$ cat src/rtl/pipeline_hazard_ctrl.sv
// Hazard/sequencing controller for the RV32IM five-stage pipeline: load-use stall, EX redirect flush, MUL/DIV freeze with watchdog.
// Optional performance counters are built only when HAZARD_PERF_CNT_EN is defined.
module pipeline_hazard_ctrl #(
    parameter int MD_TIMEOUT = 40,
    parameter int CNT_W      = 32
) (
    input  logic             CLK,
    input  logic             RST,
    input  logic [4:0]       ID_RS1,
    input  logic [4:0]       ID_RS2,
    input  logic             ID_USES_RS1,
    input  logic             ID_USES_RS2,
    input  logic             EX_MEM_READ,
    input  logic [4:0]       EX_RD,
    input  logic             EX_REDIRECT,
    input  logic             EX_MULDIV_START,
    input  logic             MULDIV_DONE,
    output logic             PC_WRITE_EN,
    output logic             IF_ID_WRITE_EN,
    output logic             IF_ID_FLUSH,
    output logic             ID_EX_WRITE_EN,
    output logic             ID_EX_BUBBLE,
    output logic             EX_MEM_BUBBLE,
    output logic             MD_TIMEOUT_ERR,
    output logic [1:0]       HAZ_STATE,
    output logic [CNT_W-1:0] STALL_CYCLES,
    output logic [CNT_W-1:0] FLUSH_COUNT
);
    // state      | meaning
    // ST_RUN     | normal issue; load-use stall and redirect flush handled here
    // ST_MD_WAIT | front of pipe frozen until MUL/DIV done or watchdog expiry

    localparam int WD_W = $clog2(MD_TIMEOUT + 1);

    typedef enum logic [1:0] {
        ST_RUN     = 2'b00,
        ST_MD_WAIT = 2'b01
    } state_t;

    state_t          state, state_nxt;
    logic [WD_W-1:0] wd_cnt, wd_nxt;
    logic            load_use;
    logic            md_start;
    logic            md_timeout;

    assign load_use = EX_MEM_READ && (EX_RD != 5'd0) &&
                      ((ID_USES_RS1 && (ID_RS1 == EX_RD)) ||
                       (ID_USES_RS2 && (ID_RS2 == EX_RD)));

    // A START that completes in the same cycle never leaves RUN.
    assign md_start   = (state == ST_RUN) && !EX_REDIRECT && EX_MULDIV_START && !MULDIV_DONE;
    assign md_timeout = (state == ST_MD_WAIT) && !MULDIV_DONE && (wd_cnt == WD_W'(MD_TIMEOUT));

    always_ff @(posedge CLK or negedge RST) begin
        if (!RST) begin
            state  <= ST_RUN;
            wd_cnt <= '0;
        end else begin
            state  <= state_nxt;
            wd_cnt <= wd_nxt;
        end
    end

    always_comb begin
        state_nxt = state;
        wd_nxt    = wd_cnt;
        case (state)
            ST_RUN: begin
                if (md_start) begin
                    state_nxt = ST_MD_WAIT;
                    wd_nxt    = '0;
                end
            end
            ST_MD_WAIT: begin
                if (MULDIV_DONE || md_timeout) begin
                    state_nxt = ST_RUN;
                end else if (wd_cnt != WD_W'(MD_TIMEOUT)) begin
                    wd_nxt = wd_cnt + 1'b1;
                end
            end
            default: state_nxt = ST_RUN;
        endcase
    end

    always_comb begin
        PC_WRITE_EN    = 1'b1;
        IF_ID_WRITE_EN = 1'b1;
        ID_EX_WRITE_EN = 1'b1;
        IF_ID_FLUSH    = 1'b0;
        ID_EX_BUBBLE   = 1'b0;
        EX_MEM_BUBBLE  = 1'b0;
        MD_TIMEOUT_ERR = 1'b0;
        if (!RST) begin
            PC_WRITE_EN    = 1'b0;
            IF_ID_WRITE_EN = 1'b0;
            ID_EX_WRITE_EN = 1'b0;
            IF_ID_FLUSH    = 1'b1;
            ID_EX_BUBBLE   = 1'b1;
            EX_MEM_BUBBLE  = 1'b1;
        end else begin
            case (state)
                ST_RUN: begin
                    if (EX_REDIRECT) begin
                        IF_ID_FLUSH  = 1'b1;
                        ID_EX_BUBBLE = 1'b1;
                    end else if (md_start) begin
                        PC_WRITE_EN    = 1'b0;
                        IF_ID_WRITE_EN = 1'b0;
                        ID_EX_WRITE_EN = 1'b0;
                        EX_MEM_BUBBLE  = 1'b1;
                    end else if (load_use) begin
                        PC_WRITE_EN    = 1'b0;
                        IF_ID_WRITE_EN = 1'b0;
                        ID_EX_BUBBLE   = 1'b1;
                    end
                end
                ST_MD_WAIT: begin
                    if (MULDIV_DONE) begin
                        MD_TIMEOUT_ERR = 1'b0;
                    end else if (md_timeout) begin
                        MD_TIMEOUT_ERR = 1'b1;
                    end else begin
                        PC_WRITE_EN    = 1'b0;
                        IF_ID_WRITE_EN = 1'b0;
                        ID_EX_WRITE_EN = 1'b0;
                        EX_MEM_BUBBLE  = 1'b1;
                    end
                end
                default: begin
                    PC_WRITE_EN = 1'b1;
                end
            endcase
        end
    end

    assign HAZ_STATE = state;

`ifdef HAZARD_PERF_CNT_EN
    logic [CNT_W-1:0] stall_cnt;
    logic [CNT_W-1:0] flush_cnt;

    always_ff @(posedge CLK or negedge RST) begin
        if (!RST) begin
            stall_cnt <= '0;
            flush_cnt <= '0;
        end else begin
            if (!PC_WRITE_EN && (stall_cnt != '1)) begin
                stall_cnt <= stall_cnt + 1'b1;
            end
            if ((state == ST_RUN) && EX_REDIRECT && (flush_cnt != '1)) begin
                flush_cnt <= flush_cnt + 1'b1;
            end
        end
    end

    assign STALL_CYCLES = stall_cnt;
    assign FLUSH_COUNT  = flush_cnt;
`else
    assign STALL_CYCLES = '0;
    assign FLUSH_COUNT  = '0;
`endif

endmodule

$ cat config.mk
export PLATFORM = sky130hd
export DESIGN_NAME = pipeline_hazard_ctrl
export DESIGN_NICKNAME = d
export VERILOG_FILES = /design/src/rtl/pipeline_hazard_ctrl.sv
export SDC_FILE = /design/constraint.sdc
export NUM_CORES = 1
export LEC_CHECK = 0
export BUFFER_PORTS_ARGS = -buffer_cell sky130_fd_sc_hd__buf_2
export CAP_MARGIN = 20
export CORE_ASPECT_RATIO = 0.8
export CORE_MARGIN = 1.5
export CORE_UTILIZATION = 33
export DETAILED_ROUTE_END_ITERATION = 10
export PLACE_DENSITY_LB_ADDON = 0.15
export SLEW_MARGIN = 20
export SYNTH_ARGS = -nofsm -noshare
export SYNTH_HDL_FRONTEND = slang
export SYNTH_SLANG_ARGS = --single-unit
$ cat constraint.sdc
create_clock -name CLK -period 1.85 [get_ports CLK]
set_input_delay 0.0925 -clock CLK [delete_from_list [all_inputs] [get_ports CLK]]
set_output_delay 0.0925 -clock CLK [all_outputs]
set_load 0.03 [all_outputs]
---- Yosys cells after proc, flatten, opt, wreduce, memory -nomap -nowiden ----
Index checks and enable logic that the tools add are counted.
word-level totals
  register bits ........................... 8
  bits of input ports ..................... 23
cells by class
  add/subtract/negate cells ............... 1
  equal/unequal tests ..................... 9
  mux-type cells .......................... 35
  reductions and logical operators ........ 18
operator list
  operator                                                                 count
  1-bit 2-to-1 mux                                                         25
  6-bit 2-to-1 mux                                                         3
  6-bit case mux with 2 select lines                                       1
  5-bit equality test                                                      2
  1-bit logical AND                                                        9
  6-bit by 1-bit adder with 6-bit output, second input constant            1
  6-bit equality test, second input constant                               1
  6-bit inequality test, second input constant                             1
  1-bit case mux with 2 select lines                                       3
  5-bit nonzero test                                                       1
  2-bit 2-to-1 mux                                                         2
  2-bit by 1-bit inequality test with 1-bit output, second input constant  2
  2-bit inequality test, second input constant                             2
  2-bit case mux with 2 select lines                                       1
  4-bit AND reduction                                                      1
  2-bit by 1-bit equality test with 1-bit output, second input constant    1
  1-bit logical NOT                                                        2
  2-bit logical NOT                                                        1
  1-bit logical OR                                                         2
  2-bit AND reduction                                                      1
  2-bit nonzero test                                                       1

---- Depth between registers and ports, before layout ----
  word-level depth ........................ 9
  gate-level depth with buffers ........... 7
  depth with buffers taken out ............ 6

---- Least setup slack after synthesis ----
Ideal clock, no wire load.
  path type ............................... reg-to-output
  start point ............................. register state[0] (netlist: HAZ_STATE[0])
  end point ............................... output PC_WRITE_EN
  arrival ................................. 1.919 ns
  data required time ...................... 1.757 ns
  slack ................................... -0.161 ns
  stages on the path, launching flop included .. 6
  cell sequence ........................... dfrtp_1 nand4b_2 o21ai_4 nand3b_2 o21ba_1 buf_4
between the ends
  longest elaborated chain between the ends .. 8
  elaborated cells on any way between the ends .. 13
  those cells by class .................... 1 x eq/ne; 6 x mux; 6 x reduce/logical
ends and longest elaborated chain
  what                                    line  source
  start: declaration                      40    state_t state, state_nxt;
  start signal: assignment                59    state <= state_nxt;
  2-bit logical NOT                       n/a
  1-bit logical AND (3 in a row)          51    assign md_start = (state == ST_RUN) && !EX_REDIRECT && EX_MULDIV_START && !MULDIV_DONE;
  1-bit 2-to-1 mux (2 in a row)           n/a
  1-bit case mux with 2 select lines (*)  n/a
  1-bit 2-to-1 mux (*)                    n/a
  end: declaration                        18    output logic PC_WRITE_EN,
Every way passes the cells marked *; elsewhere a longest branch is shown, timed or not.

---- Worst setup path after layout ----
  start point ............................. register wd_cnt[0]
  end point ............................... output IF_ID_WRITE_EN
between the ends
  longest elaborated chain between the ends .. 6
ends and longest elaborated chain
  what                                line  source
  start: declaration                  41    logic [WD_W-1:0] wd_cnt, wd_nxt;
  start signal: assignment            60    wd_cnt <= wd_nxt;
  6-bit equality test                 52    assign md_timeout = (state == ST_MD_WAIT) && !MULDIV_DONE && (wd_cnt == WD_W'(MD_TIMEOUT));
  1-bit logical AND                   52
  1-bit 2-to-1 mux                    120   end else if (md_timeout) begin
  1-bit 2-to-1 mux                    118   if (MULDIV_DONE) begin
  1-bit case mux with 2 select lines  101   case (state)
  1-bit 2-to-1 mux                    93    if (!RST) begin
  end: declaration                    19    output logic IF_ID_WRITE_EN,
No other way between the ends.

==> out/metrics.yaml <==
die:
  start_util: 0.348
  die-area_sq_mm: 0.00363
  ios: 96
  core.rowCount: 18
  die_w_um: 67.0
  die_h_um: 54.2
  core_area_sq_mm: 0.00311
clock_tree:
  cts.path.max_buffers: 2
  clkSinkCount: 7
  clkTransAtPathRegs_ns: 0.04
  root_buffer: "clkbuf_8"
  cts_tree: "yes"
  clock_latency_ns: 0.23
  cts.htree.levels: 1
  cts_buffers: 3
route:
  vias: 750
  drt-pass1-iter-count: 4
  avgViaCountPerCell: 3.66
  routed_wl_um: 1730
  ant_nets: 0
  drtIter0Drc: 5
  wl_per_cell_um: 8.44
  drc: 0
placement:
  hpwl_um: 1460
  globalplace.congestion: 0.830
  dp_cells: 195
  io_buffers: 30
setup_path:
  cp.required_ns: 1.76
  start_kind: "flop"
  arrival_ns: 1.65
  critPathMaxFanout: 3
  path_class: "reg2out"
  reg2reg_slack_ns: 0.24
  cp-end-kind: "output pin"
pwr:
  powerDensity_mw_per_mm2: 726
  swShare: 0.461
  power_frac_comb: 0.500
  p_clk_frac: 0.261
  p_leak_nw: 0.666
  power_switching_uw: 385
  intPower_uw: 450
  max-vdd-ir-drop_mv: 0.496
  p_seq_frac: 0.239
finish:
  syn_to_final_growth_pct: 6.36
  final_nets: 191
  drive_above_1_share: 0.297
  antenna_cells: 0
  final_cells: 205
synthesis:
  yosysMostFrequentCell: "buf_4"
  yosysWarnings: 0
  synth.cell_area_sq_mm: 0.00108
  synth-edff-count: 0
  synthDistinctLibCells: 29
  yosysTopAreaCell: "buf_4"
  ys_ff_latch: 7
  synth_area_leaders: "buf_4 (46%), dfrtp_1 (16%), xor2_1 (9.7%)"
  ys_async_sr_fraction: 1.00
  synth_commonest_cells: "buf_4 (66), xor2_1 (12), dfrtp_1 (7)"
  synth_cells: 126
  synth-main-ff-cell: "dfrtp_1"
  synthDominantCellAreaShare: 0.458
  syn_area_per_cell_sq_um: 8.59
  ys_seq_area_frac: 0.162
grt:
  antenna_found_initial: 0
  grt.total_usage: 0.0946
  grt_pass1_wl_um: 2610
  grt_pass1_vias: 612
  gr-total-overflow: 0
  grt_max_degree: 11
outcome:
  outcome: "completed"
sta:
  setup_viol: 0
  whs_ns: 0.193
  slew_violations: 0
  worst_clock_skew_ns: 0.00201
  finalCriticalPeriod_ns: 1.75
  fin_crit_sh: 0.944
  fmax_ghz: 0.572
  rsz0062_at_grt: "no"
  finalSetupTns_ns: 0
  finalHoldViolCount: 0
min_path:
  hold_path.class: "in2reg"
run:
  cap_violations: 0
cell usage in the layout (no fill, tap or decap), drive strengths merged:
cell          n
nand4b        1
mux2i         1
dfrtp         7
and3          1
or4           1
a32oi         1
conb         65
dlygate4sd3   1
mux2          1
nor4          3
o21bai        1
xnor2         2
nand2b        2
o21ba         1
inv           5
ha            2
nor2          5
nand3b        1
buf          36
or3           2
nand4         3
and2b         1
o21ai         3
clkbuf        4
and2          1
o211ai        1
xor2         12
nor4b         1
worst paths after layout:
path,from,end,cells after the start
setup / recovery,wd_cnt[0],IF_ID_WRITE_EN,7
hold / removal,MULDIV_DONE,wd_cnt[4],3
setup reg to reg,wd_cnt[0],wd_cnt[1],7
hold reg to reg,wd_cnt[5],wd_cnt[5],2
max in group asynchronous,RST,HAZ_STATE[0],2
min in group asynchronous,RST,wd_cnt[0],2
worst max-delay path: stages, from the launching register on:
cell and delay (ns):
dfrtp_1 0.39, inv_1 0.07, ha_2 0.19, nand4b_4 0.13
o21ai_4 0.16, nand3b_2 0.11, o21ba_4 0.23, buf_4 0.15
registers in the layout, summed over array words and instances, names as in the netlist:
| name | cells |
|---|---|
| wd_cnt | 6 |
| HAZ_STATE | 1 |
layer usage:
layer  share of wire  global-route usage  wire length [um]  vias up
met4           0.020              0.0578                34        0
met2            0.53               0.175               916       46
met5               0                   0                 0        -
met3           0.067              0.0165               116        4
met1            0.38               0.102               662      346
li1                -                   -                 -      354
area by class of cell:
cell class | instances | area, sq um
tap | 40 | 50.0
sequential | 7 | 176
timing repair buffer | 37 | 210
clock buffer | 4 | 45.0
multi-input combinational | 112 | 651
inverter | 5 | 18.8
fill | 335 | 1960
power groups by stage:
stage / Clock (mW) / Sequential, mW / Combinational, mW
floorplan: 0 / 0.205 / 0.395
global placement: 0 / 0.206 / 0.352
detailed placement: 0 / 0.207 / 0.354
CTS: 0.225 / 0.205 / 0.359
global route: 0.231 / 0.203 / 0.454
finish: 0.218 / 0.200 / 0.418
through the flow:
step                setup WS, ns  area (sq um)   util  total power, mW
floorplan                 0.0549          1330      -            0.600
global placement           0.243          1040  0.335            0.558
detailed placement         0.207          1040  0.335            0.561
CTS                      -0.0250          1100  0.355            0.789
global route              0.0263          1150  0.370            0.888
finish                     0.103          1150  0.370            0.836
kinds of logic after synthesis:
group	after synthesis	share of synthesized area
AO/OA/AOI/OAI	7	0.0555
XOR/XNOR	14	0.113
adder cells (fa/ha/maj)	2	0.0231
buffers and inverters	71	0.475
flip-flops	7	0.162
multiplexers	2	0.0197
other	1	0.00346
AND/OR/NAND/NOR	22	0.148
repair_timing:
action,in CTS,in global routing
gates resized for setup,0,7
endpoints found under the hold margin,7,0
endpoints found under the setup margin,2,2
pin swaps,1,1
hold buffers,1,0
buffers inserted,1,4
Power figures use the tool's default switching activity.
